==> src/rtl/hvmux_seq.sv <==
// HV mux pattern sequencer: hands each table entry to the mux SPI controller,
// lets the analog path settle, then triggers and waits for one acquisition.
module hvmux_seq #(
   parameter int unsigned SWITCH_N    = 16,
   parameter int unsigned DEPTH       = 8,
   parameter int unsigned SETTLE_CYC  = 64,
   parameter int unsigned ACQ_TIMEOUT = 65535
) (
   input  logic                       clk,
   input  logic                       rst,
   input  logic                       cfg_wr,
   input  logic [$clog2(DEPTH)-1:0]   cfg_addr,
   input  logic [SWITCH_N-1:0]        cfg_data,
   input  logic [$clog2(DEPTH):0]     cfg_len,
   input  logic                       loop_en,
   input  logic                       start,
   input  logic                       abort,
   output logic [SWITCH_N-1:0]        mux_din,
   output logic                       mux_dvalid,
   input  logic                       mux_busy,
   output logic                       acq_trig,
   input  logic                       acq_done,
   output logic                       busy,
   output logic [$clog2(DEPTH)-1:0]   cur_idx,
   output logic                       done,
   output logic                       timeout_err
);

   localparam int unsigned AW = $clog2(DEPTH);
   localparam int unsigned LW = AW + 1;
   localparam int unsigned SW = (SETTLE_CYC  < 2) ? 1 : $clog2(SETTLE_CYC);
   localparam int unsigned TW = (ACQ_TIMEOUT < 2) ? 1 : $clog2(ACQ_TIMEOUT);

   typedef enum logic [3:0] {
      IDLE, SEND, ARM, WAIT_SPI, SETTLE, TRIG, WAIT_ACQ, NEXT,
      SAFE_HOLD, SAFE_SEND, SAFE_ARM, SAFE_WAIT
   } state_t;

   state_t              state;
   logic [SWITCH_N-1:0] tbl [DEPTH];
   logic [LW-1:0]       len_q;
   logic                loop_q;
   logic [SW-1:0]       settle_cnt;
   logic [TW-1:0]       tmo_cnt;
   logic                abortable;
   logic                last_entry;

   assign abortable  = state inside {SEND, ARM, WAIT_SPI, SETTLE, TRIG, WAIT_ACQ, NEXT};
   assign last_entry = ({1'b0, cur_idx} == (len_q - LW'(1)));

   // Pattern table: host-writable only while the sequencer is idle, never reset.
   always_ff @(posedge clk) begin
      if (cfg_wr && !busy) begin
         tbl[cfg_addr] <= cfg_data;
      end
   end

   // SAFE_HOLD waits out any SPI transfer still in flight before the all-open pattern is loaded.
   always_ff @(posedge clk) begin
      if (rst) begin
         state       <= IDLE;
         mux_din     <= '0;
         mux_dvalid  <= 1'b0;
         acq_trig    <= 1'b0;
         busy        <= 1'b0;
         cur_idx     <= '0;
         done        <= 1'b0;
         timeout_err <= 1'b0;
         len_q       <= '0;
         loop_q      <= 1'b0;
         settle_cnt  <= '0;
         tmo_cnt     <= '0;
      end else begin
         mux_dvalid <= 1'b0;
         acq_trig   <= 1'b0;
         done       <= 1'b0;
         if (abort && abortable) begin
            state <= SAFE_HOLD;
         end else begin
            case (state)
               IDLE: begin
                  if (start && !abort && (cfg_len != '0)) begin
                     len_q       <= cfg_len;
                     loop_q      <= loop_en;
                     timeout_err <= 1'b0;
                     cur_idx     <= '0;
                     mux_din     <= tbl[AW'(0)];
                     mux_dvalid  <= 1'b1;
                     busy        <= 1'b1;
                     state       <= SEND;
                  end
               end
               SEND:     state <= ARM;
               ARM:      state <= WAIT_SPI;
               WAIT_SPI: begin
                  if (!mux_busy) begin
                     settle_cnt <= '0;
                     state      <= SETTLE;
                  end
               end
               SETTLE: begin
                  if (settle_cnt == SW'(SETTLE_CYC - 1)) begin
                     acq_trig <= 1'b1;
                     state    <= TRIG;
                  end else begin
                     settle_cnt <= settle_cnt + SW'(1);
                  end
               end
               TRIG: begin
                  tmo_cnt <= '0;
                  state   <= WAIT_ACQ;
               end
               WAIT_ACQ: begin
                  if (acq_done) begin
                     state <= NEXT;
                  end else if (tmo_cnt == TW'(ACQ_TIMEOUT - 1)) begin
                     timeout_err <= 1'b1;
                     state       <= SAFE_HOLD;
                  end else begin
                     tmo_cnt <= tmo_cnt + TW'(1);
                  end
               end
               NEXT: begin
                  if (!last_entry) begin
                     cur_idx    <= cur_idx + AW'(1);
                     mux_din    <= tbl[cur_idx + AW'(1)];
                     mux_dvalid <= 1'b1;
                     state      <= SEND;
                  end else if (loop_q) begin
                     cur_idx    <= '0;
                     mux_din    <= tbl[AW'(0)];
                     mux_dvalid <= 1'b1;
                     state      <= SEND;
                  end else begin
                     done  <= 1'b1;
                     busy  <= 1'b0;
                     state <= IDLE;
                  end
               end
               SAFE_HOLD: begin
                  if (!mux_busy) begin
                     mux_din    <= '0;
                     mux_dvalid <= 1'b1;
                     state      <= SAFE_SEND;
                  end
               end
               SAFE_SEND: state <= SAFE_ARM;
               SAFE_ARM:  state <= SAFE_WAIT;
               SAFE_WAIT: begin
                  if (!mux_busy) begin
                     busy  <= 1'b0;
                     state <= IDLE;
                  end
               end
               default:   state <= IDLE;
            endcase
         end
      end
   end

endmodule

==> config.mk <==
export PLATFORM = sky130hd
export DESIGN_NAME = hvmux_seq
export DESIGN_NICKNAME = d
export VERILOG_FILES = /design/src/rtl/hvmux_seq.sv
export SDC_FILE = /design/constraint.sdc
export NUM_CORES = 1
export LEC_CHECK = 0
export ABC_AREA = 1
export CAP_MARGIN = 20
export CORE_UTILIZATION = 60
export CTS_CLUSTER_SIZE = 28
export DETAILED_ROUTE_END_ITERATION = 8
export PLACE_DENSITY = 0.81
export SYNTH_ARGS = -nofsm -noshare
export SYNTH_HDL_FRONTEND = slang
export SYNTH_SLANG_ARGS = --single-unit
==> constraint.sdc <==
create_clock -name clk -period 5.2 [get_ports clk]
set_clock_uncertainty 0.15 [all_clocks]
set_input_delay 1.04 -clock clk [delete_from_list [all_inputs] [get_ports clk]]
set_output_delay 1.04 -clock clk [all_outputs]
set_load 0.02 [all_outputs]
==> results.txt, run 1 <==
Internal power = 0.00284 W
Crit start category = flip-flop
Antenna Violating Nets Remaining = 0
Multi-input gate area = 3170 sq um
Core area = 14,000 sq um
CP cell instances = ha_1, buf_4, inv_1, nand3_1, nand2_1, nand2_1, nand2_1, inv_1, nand3_1, nand3_1, nor2_1, nor2_1
DP Wirelength = 11,900 microns
Worst Max-Slew Pin Slew = 1.00 ns
Starting Density = 0.619
Site Rows = 43
Pwr/cell area = 449 nW/um^2
Drt pass-1 iters = 5
I/O Pins = 55
Grt total ovfl = 0
Fill cell count = 1,038
CTS H-tree depth = 4
Post-synthesis sequential area ratio = 0.571
Wirelength, routed = 18,200 microns
Comb power frac = 0.327
FF-to-FF path depth = 12
Drc violations = 0
Synth Register Bits = 183
Simple-Gate Fraction of Synth Area = 0.298
Most frequent cells in the layout = nand2_1, edfxtp_1, nand3_1
Synth Area in Compound Gates = 0.0442
P&R area growth vs syn = 14.5%
CP Max Fanout = 36
Share of cells above drive strength 1 = 0.0705
Post-Syn Nets = 1,042
Yosys top cell area share = 0.444
Fmax = 302 MHz
Skew-Pair Late Insertion Delay = 0.43 ns
Outcome = completed
Die ar. = 14,900 sq um
Drt wl/cell = 14.6 microns
Seq pwr share = 0.393
PostCTS Resize Cnt = 0
Clock share of power = 0.280
Vias in the first global route = 5,940
# hold bufs at CTS = 0
Switch share = 0.362
Clk buf depth = 2
Relative slew slack = 0.332
Leading cell type in the layout, fill and taps excluded = nand2_1
Total negative setup slack = 0 ns
First-pass GRT wire length = 29,100 microns
Final period util = 0.636
Die width = 122 microns
Final Hold Viols = 0
Post-synthesis cell area = 8660 sq um
Hold Path Cell Cnt = 2
Max VDD drop = 293 uV
Synth cell types = 39
Antenna violations before repair = 0
Final hold slack = 0.314 ns
Crit path required time = 5.37 ns
Inserted Diodes = 0
Nets = 1,087
Die height = 122 microns
Min cycle time layout = 3.31 ns
Initial DRC count = 606
P_sw = 0.00161 W
Mux cell area share after synthesis = 0
Final Max Slew Viols = 0
Worst path slowest cell = dfxtp_2
Crit path depth = 12
Syn avg cell area = 8.61 sq um
Cells after synthesis = 1,006
DR vias = 6,693
Largest net degree at the start of global routing = 65
CTS Buf Count = 17
FF+latch area = 4950 sq um
Largest family of logic cells by synthesized area = simple AND/OR/NAND/NOR gates
Clock-pin slew on the worst setup and hold paths = 0.07 ns
Maxcap violations = 0
Clk sinks = 183
Ranking of synthesized cells by area = edfxtp_1, nand2_1, dfxtp_1
Buf/Inv on CP = 3
Worst Path Arrival = 3.48 ns
Leakage = 3.97 nW
XOR/XNOR Fraction of Synth Area = 0.0162
RSZ-0062 raised after global routing = false
Kind of critical path = reg2reg
Input/output buffers = 54
Crit path max-delay family = buffers and inverters
Clk Tree Root Cell = clkbuf_16
Via-per-instance ratio = 5.38
Max stage delay on crit path = 0.81 ns
Setup repair bufs after CTS = 0
Synth Warn # = 0
Overall Global Routing Usage = 0.260
Synth Area in Adders = 0.00722
Setup violations, final = 0
Routability congestion estimate = 0.877
Worst Setup End Kind = flip-flop
CTS tree = yes
HP Class = reg2reg
Largest area contributor in the netlist = edfxtp_1
-- logic make-up (layout without fill, tap and decap cells) --
family | count (synthesis) | count (layout)
DFF | 183 | 183
buffers and inverters | 135 | 193
adders and majority gates | 5 | 5
and+or+nand+nor | 603 | 603
AOI/OAI and AO/OA | 64 | 64
xor gates and xnor gates | 16 | 16
-- synth_stat cells --
cell and instances:
xnor2_1 5, and2_1 1, nor2_2 3, nor2_1 104
nand4_1 7, nand3_4 3, nand4_4 1, nand3b_1 1
a21oi_1 32, nor3_1 7, a21boi_1 5, buf_2 12
inv_1 84, o21ai_0 8, a21boi_0 9, clkbuf_1 22
buf_6 2, inv_2 7, buf_4 2, nand2_1 344
o21ai_1 2, nand2_4 4, clkbuf_2 1, nand3_2 1
nand2_2 2, nor2_4 2, a31o_2 1, nor3b_1 2
a31oi_1 2, nand3_1 118, a21oi_4 1, or2_2 3
edfxtp_1 128, xor2_1 11, o21bai_1 4, dfxtp_1 55
ha_1 5, inv_4 3, buf_1 2
-- layout make-up --
| class | count | share of cell area |
|---|---|---|
| inverter | 94 | 0.0363 |
| clock inverter | 14 | 0.0145 |
| tap | 180 | 0.0227 |
| multi-input combinational | 688 | 0.319 |
| clock buffer | 18 | 0.0433 |
| timing repair buffer | 67 | 0.0655 |
| sequential | 183 | 0.499 |
-- power groups by stage --
stage,Sequential [W],Clock [W],Combinational (W)
final,0.00175,0.00125,0.00146
after global routing,0.00177,0.00131,0.00166
after CTS,0.00175,0.00125,0.00145
after detailed placement,0.00178,0,0.00143
after global placement,0.00178,0,0.00141
after floorplan,0.00180,0,0.00105
-- flip-flops by register name, indices dropped and copies added (netlist names), 3 cells and up --
name / count
settle_cnt: 6
tbl: 128
cur_idx: 3
state: 4
mux_din: 16
tmo_cnt: 16
len_q: 4
-- through the flow --
step / util / power (W) / cells / cell area (sq um) / worst slack [ns]
finish: 0.709 / 0.00446 / 1244 / 9920 / 1.89
global route: 0.709 / 0.00474 / 1244 / 9920 / 1.63
CTS: 0.709 / 0.00445 / 1244 / 9920 / 1.94
detailed placement: 0.668 / 0.00321 / 1212 / 9350 / 1.69
global placement: 0.665 / 0.00319 / 1208 / 9310 / 1.71
floorplan: - / 0.00285 / 1006 / 8660 / 2.69
-- final timing paths --
check | from | to | slack [ns]
worst max-delay path | cur_idx[0]$_SDFFE_PP0P_ | mux_din[6]$_SDFFE_PP0P_ | 1.89
worst min-delay path | settle_cnt[5]$_SDFFE_PP0P_ | settle_cnt[5]$_SDFFE_PP0P_ | 0.31
worst max register to register | cur_idx[0]$_SDFFE_PP0P_ | mux_din[6]$_SDFFE_PP0P_ | 1.89
worst min register to register | settle_cnt[5]$_SDFFE_PP0P_ | settle_cnt[5]$_SDFFE_PP0P_ | 0.31
-- worst min-delay path, cell delays in order, from the launching register on --
cell and delay (ns):
dfxtp_1 0.31, nand2_1 0.06, a21oi_1 0.05
-- layer usage --
metal,GRT usage,part of all wire
met5,0,0
met4,0.0907,0.010
met3,0.0655,0.090
met2,0.388,0.45
met1,0.369,0.45
No activity file was read; power rests on OpenSTA's default activity.
==> run 2: changes to the inputs <==
--- a/config.mk
+++ b/config.mk
@@ -7,10 +7,10 @@
 export LEC_CHECK = 0
 export ABC_AREA = 1
 export CAP_MARGIN = 20
-export CORE_UTILIZATION = 60
+export CORE_UTILIZATION = 59
 export CTS_CLUSTER_SIZE = 28
 export DETAILED_ROUTE_END_ITERATION = 8
-export PLACE_DENSITY = 0.81
+export PLACE_DENSITY = 0.79
 export SYNTH_ARGS = -nofsm -noshare
 export SYNTH_HDL_FRONTEND = slang
 export SYNTH_SLANG_ARGS = --single-unit
==> constraint.sdc (replaced) <==
create_clock -name clk -period 3.4 [get_ports clk]
set_clock_uncertainty 0.15 [all_clocks]
set_input_delay 0.68 -clock clk [delete_from_list [all_inputs] [get_ports clk]]
set_output_delay 0.68 -clock clk [all_outputs]
set_load 0.02 [all_outputs]
==> run 2 against run 1 <==
Non-clock buffer count increased by 3. Wire length increased by 3.2%. Total power increased by 53%. Largest cell class unchanged.
==> results.txt, run 2 (synthesis gave the netlist of run 1 again) <==
Outcome = completed
Fill cell count = 1,102 (+6.2%)
Final Hold Viols = 0 (unchanged)
Leakage = 3.98 nW (about the same)
DP Wirelength = 12,100 microns (+1.3%)
Total negative setup slack = 0 ns (unchanged)
Starting Density = 0.615 (-0.00473)
Hold Path Cell Cnt = 2 (unchanged)
Reg with most FFs = tbl
Pwr/cell area = 689 nW/um^2 (+54%)
Drt pass-1 iters = 5 (unchanged)
CTS H-tree depth = 4 (unchanged)
Maxcap violations = 0 (unchanged)
CP cell instances = ha_1, inv_1, buf_4, nand3_1, nand2_1, nand2_1, nand2_1, inv_1, nand3_1, nand3_1, nor2_1, nor2_1
Antenna Violating Nets Remaining = 0 (unchanged)
DR vias = 6,685 (-0.12%)
RR Startpoint = cur_idx[0]$_SDFFE_PP0P_
Share of cells above drive strength 1 = 0.0731 (+0.00261)
Crit path max-delay family = buffers and inverters
Max reg flops = 128 (unchanged)
Via-per-instance ratio = 5.36 (-0.36%)
Overall Global Routing Usage = 0.266 (+0.00610)
CP Max Fanout = 18 (-50%)
Worst Max-Slew Pin Slew = 0.724 ns (-0.276 ns)
Die width = 123 microns (+0.83%)
I/O Pins = 55 (unchanged)
Vias in the first global route = 6,001 (+1.0%)
Crit path required time = 3.58 ns (-1.79 ns)
Worst path slowest cell = dfxtp_2
Core area = 14,100 sq um (+0.77%)
P&R area growth vs syn = 14.4% (about the same)
Kind of critical path = reg2reg
Final Max Slew Viols = 0 (unchanged)
Setup violations, final = 0 (unchanged)
Buf/Inv on CP = 3 (unchanged)
Max VDD drop = 492 uV (+67%)
Initial DRC count = 592 (-2.3%)
Min cycle time layout = 2.63 ns (-0.675 ns)
Clock-pin slew on the worst setup and hold paths = 0.07 ns (about the same)
Regs by FF count = tbl: 128 flops, mux_din: 16 flops, tmo_cnt: 16 flops
Final period util = 0.774 (+0.138)
Site Rows = 43 (unchanged)
Clk buf depth = 2 (unchanged)
Grt total ovfl = 0 (unchanged)
Input/output buffers = 54 (unchanged)
Worst hold path startpoint = settle_cnt[5]$_SDFFE_PP0P_
Leading cell type in the layout, fill and taps excluded = nand2_1
Relative slew slack = 0.517 (+0.184)
Clk sinks = 183 (unchanged)
Most frequent cells in the layout = nand2_1, edfxtp_1, nand3_1
Skew-Pair Late Insertion Delay = 0.44 ns (about the same)
RSZ-0062 raised after global routing = false
Final instance area = 9920 sq um (about the same)
First-pass GRT wire length = 30,200 microns (+3.8%)
Max stage delay on crit path = 0.56 ns (-0.25 ns)
Dpl ws = 0.776 ns (-0.912 ns)
Final worst setup slack = 0.768 ns (-1.12 ns)
Drc violations = 0 (unchanged)
Routability congestion estimate = 0.885 (+0.89%)
Die height = 123 microns (+0.83%)
Largest net degree at the start of global routing = 65 (unchanged)
Nets = 1,090 (+0.28%)
Wirelength, routed = 18,800 microns (+3.2%)
Fmax = 380 MHz (+26%)
HP Class = reg2reg
Placed cell areas = 9360 sq um (+0.12%)
CTS tree = yes
FF-to-FF path depth = 12 (unchanged)
R2r endpoint = mux_din[4]$_SDFFE_PP0P_
WHS Endpoint = settle_cnt[5]$_SDFFE_PP0P_
CTS Buf Count = 17 (unchanged)
# hold bufs at CTS = 0 (unchanged)
Die ar. = 15,200 sq um (+1.7%)
Antenna violations before repair = 0 (unchanged)
PostCTS Resize Cnt = 0 (unchanged)
Setup repair bufs after CTS = 0 (unchanged)
Inserted Diodes = 0 (unchanged)
Worst Setup End Kind = flip-flop
Drt wl/cell = 15.1 microns (+2.9%)
Clk Tree Root Cell = clkbuf_16
Crit start category = flip-flop
Pwr Total = 0.00684 W (+53%)
Reg2Reg Setup Slack = 0.77 ns (-1.12 ns)
Worst Path Arrival = 2.82 ns (-0.66 ns)
[run 2: routing by layer]
metal	vias up	global-route usage	wire, microns
met5	-	0	0
met1	3044	0.386	8810
met2	252	0.392	8330
met4	0	0.0904	278
li1	3360	-	-
met3	29	0.0618	1360
[run 2: worst max path at each step]
stage                               end  slack [ns]  cells after the start               startpoint
5_1_grt         mux_din[4]$_SDFFE_PP0P_        0.58                     12  cur_idx[0]$_SDFFE_PP0P_
6_report        mux_din[4]$_SDFFE_PP0P_        0.77                     12  cur_idx[0]$_SDFFE_PP0P_
3_3_place_gp    mux_din[0]$_SDFFE_PP0P_        0.81                     10                    abort
3_5_place_dp   mux_din[12]$_SDFFE_PP0P_        0.78                     10                    abort
2_1_floorplan       tbl[6][0]$_DFFE_PP_        1.25                      4                   cfg_wr
4_1_cts         mux_din[4]$_SDFFE_PP0P_        0.78                     12  cur_idx[0]$_SDFFE_PP0P_
[run 2: tightest hold or removal path, stage by stage (launching register included)]
cell and delay, ns:
dfxtp_1 0.32, nand2_1 0.06, a21oi_1 0.05
[run 2: stage by stage]
stage	cells	util	hold WS, ns
after floorplan	1006	-	0.289
after global placement	1215	0.664	0.299
after detailed placement	1215	0.664	0.309
after CTS	1247	0.703	0.320
after global routing	1247	0.703	0.366
final	1247	0.703	0.321
[run 2: layout make-up]
class / instances / area [sq um] / area share
tap: 180 / 225 / 0.0227
sequential: 183 / 4950 / 0.499
inverter: 94 / 360 / 0.0363
timing repair buffer: 70 / 661 / 0.0666
clock inverter: 13 / 124 / 0.0125
multi-input combinational: 688 / 3170 / 0.319
clock buffer: 19 / 433 / 0.0437
[run 2: power by group]
part	leakage, nW	switching (W)	total (W)	internal (W)
logic	2.10	0.00150	0.00228	0.000784
clock network	0.269	0.000916	0.00189	0.000973
registers	1.61	0.000120	0.00267	0.00255
total	3.98	0.00253	0.00684	0.00430
==> run 3: changes to the inputs <==
--- a/config.mk
+++ b/config.mk
@@ -7,10 +7,10 @@
 export LEC_CHECK = 0
 export ABC_AREA = 1
 export CAP_MARGIN = 20
-export CORE_UTILIZATION = 59
+export CORE_UTILIZATION = 54
 export CTS_CLUSTER_SIZE = 28
 export DETAILED_ROUTE_END_ITERATION = 8
-export PLACE_DENSITY = 0.79
+export PLACE_DENSITY = 0.77
 export SYNTH_ARGS = -nofsm -noshare
 export SYNTH_HDL_FRONTEND = slang
 export SYNTH_SLANG_ARGS = --single-unit
==> constraint.sdc (replaced) <==
create_clock -name clk -period 2.2 [get_ports clk]
set_clock_uncertainty 0.15 [all_clocks]
set_input_delay 0.44 -clock clk [delete_from_list [all_inputs] [get_ports clk]]
set_output_delay 0.44 -clock clk [all_outputs]
set_load 0.02 [all_outputs]
==> run 3 against run 2 <==
Cell count is 3.6% higher. Clock power is 58% higher. Worst setup slack worse by 0.66 ns. Non-clock buffer count is 14 higher. Flip-flop and latch count stayed put. Design area is 3.3% higher. Total power is 59% higher. Global-route usage is 2.2 points lower. Combinational power is 68% higher. Largest cell class unchanged. Largest power group unchanged. Highest routed layer unchanged.
==> results.txt, run 3 (synthesis gave the netlist of run 1 again) <==
Buf/Inv on CP = 1 (-2)
Wirelength, routed = 19,100 microns (+1.8%)
Regs by FF count = tbl: 128 flops, mux_din: 16 flops, tmo_cnt: 16 flops
Multi-input gate area = 3170 sq um (+0.24%)
Core area = 15,400 sq um (+9.4%)
Seq pwr share = 0.376 (-0.014)
Vias in the first global route = 6,038 (+0.62%)
Drt wl/cell = 14.8 microns (-1.7%)
Outcome = completed
CTS tree = yes
Starting Density = 0.562 (-0.0530)
Switch share = 0.373 (+0.00260)
Max VDD drop = 890 uV (+81%)
Clock-pin slew on the worst setup and hold paths = 0.07 ns (about the same)
Largest net degree at the start of global routing = 65 (unchanged)
DR vias = 6,795 (+1.6%)
CTS Buf Count = 17 (unchanged)
P_sw = 0.00407 W (+60%)
Nets = 1,104 (+1.3%)
FF+latch area = 4950 sq um (about the same)
Routability congestion estimate = 0.901 (+1.8%)
Drt pass-1 iters = 5 (unchanged)
Kind of critical path = reg2out
GR met2 Demand/Resource = 0.372 (-0.0198)
Final Max Slew Viols = 0 (unchanged)
Setup violations, final = 0 (unchanged)
DP Wirelength = 12,500 microns (+3.6%)
Die width = 129 microns (+4.5%)
Final period util = 0.950
Fill cell count = 1,213 (+10%)
Relative slew slack = 0.629 (+0.113)
Clk buf depth = 2 (unchanged)
Leakage = 4.11 nW (+3.2%)
Inserted Diodes = 0 (unchanged)
Fmax = 479 MHz
Final Hold Viols = 0 (unchanged)
Internal power = 0.00683 W (+59%)
Maxcap violations = 0 (unchanged)
Most frequent cells in the layout = nand2_1, edfxtp_1, nand3_1
Final hold slack = 0.316 ns (-0.00570 ns)
CP cell instances = clkdlybuf4s50_1
Max reg flops = 128 (unchanged)
HP Class = reg2reg
Input/output buffers = 54 (unchanged)
Clk sinks = 183 (unchanged)
Die ar. = 16,600 sq um (+9.1%)
RSZ-0062 raised after global routing = false
Min cycle time layout = 2.09 ns
Antenna violations before repair = 0 (unchanged)
Leading cell type in the layout, fill and taps excluded = nand2_1
CP Max Fanout = 7 (-11)
Drc violations = 0 (unchanged)
Die height = 129 microns (+4.5%)
Worst path slowest cell = clkdlybuf4s50_1
Clk Tree Root Cell = clkbuf_16
Antenna Violating Nets Remaining = 0 (unchanged)
Pwr/cell area = 1060 nW/um^2 (+54%)
Overall Global Routing Usage = 0.244 (-0.0217)
Share of cells above drive strength 1 = 0.0888 (+0.0157)
Worst Path Arrival = 1.50 ns (-1.32 ns)
Comb power frac = 0.350 (+0.016)
Total negative setup slack = 0 ns (unchanged)
Met1 Use GR = 0.354 (-0.0324)
Grt total ovfl = 0 (unchanged)
Max stage delay on crit path = 0.63 ns (+0.07 ns)
Initial DRC count = 643 (+8.6%)
Global route hottest layer = met2
Crit start category = flip-flop
Worst Max-Slew Pin Slew = 0.556 ns (-0.168 ns)
Worst Setup End Kind = output port
Clock share of power = 0.274 (-0.002)
Skew-Pair Late Insertion Delay = 0.44 ns (about the same)
Site Rows = 45 (+4.7%)
Via-per-instance ratio = 5.26 (-1.9%)
Reg with most FFs = tbl
Crit path max-delay family = buffers and inverters
First-pass GRT wire length = 30,700 microns (+1.6%)
Crit path required time = 1.61 ns (-1.97 ns)
CTS H-tree depth = 4 (unchanged)
I/O Pins = 55 (unchanged)
P&R area growth vs syn = 18.3%
GR Util met3 = 0.0378 (-0.0240)
## run 3: what timing repair did
| item | 4_1_cts | 5_1_grt |
|---|---|---|
| hold buffers | 0 | 0 |
| endpoints found under the setup margin | 1 | 20 |
| pin swaps | 0 | 1 |
| hold endpoints to repair | 0 | 0 |
| buffers inserted | 0 | 2 |
| resized for setup | 1 | 4 |
## run 3: power groups by stage
stage	combinational [W]	clock [W]	sequential (W)
finish	0.00382	0.00298	0.00409
global route	0.00424	0.00315	0.00411
CTS	0.00377	0.00300	0.00409
detailed placement	0.00372	0	0.00417
global placement	0.00363	0	0.00416
floorplan	0.00248	0	0.00426
## run 3: final timing paths
kind	depth (start not counted)	slack [ns]	to	start
setup / recovery	1	0.11	cur_idx[2]	cur_idx[2]$_SDFFE_PP0P_
hold / removal	2	0.32	settle_cnt[5]$_SDFFE_PP0P_	settle_cnt[5]$_SDFFE_PP0P_
setup reg to reg	11	0.17	state[0]$_SDFFE_PP0P_	settle_cnt[0]$_SDFFE_PP0P_
hold reg to reg	2	0.32	settle_cnt[5]$_SDFFE_PP0P_	settle_cnt[5]$_SDFFE_PP0P_
## run 3: per-layer routing
layer	share of wire	up-vias
met5	0	-
met4	0.017	0
met3	0.065	29
met2	0.45	256
li1	-	3389
met1	0.47	3121
## run 3: layout make-up
type,count,share of cell area
timing repair buffer,84,0.0894
multi-input combinational,688,0.310
sequential,183,0.483
inverter,94,0.0352
tap,211,0.0258
clock inverter,15,0.0156
clock buffer,17,0.0415
## run 3: per-stage QoR
| stage | instance area [sq um] | worst slack, ns | total power (W) | util | instances |
|---|---|---|---|---|---|
| after CTS | 10200 | 0.0765 | 0.0109 | 0.663 | 1290 |
| after detailed placement | 9640 | 0.0259 | 0.00789 | 0.625 | 1258 |
| final | 10200 | 0.111 | 0.0109 | 0.664 | 1292 |
| after global routing | 10200 | 0.00884 | 0.0115 | 0.664 | 1292 |
| after floorplan | 8660 | 0.0680 | 0.00675 | - | 1006 |
| after global placement | 9640 | 0.0897 | 0.00779 | 0.625 | 1258 |
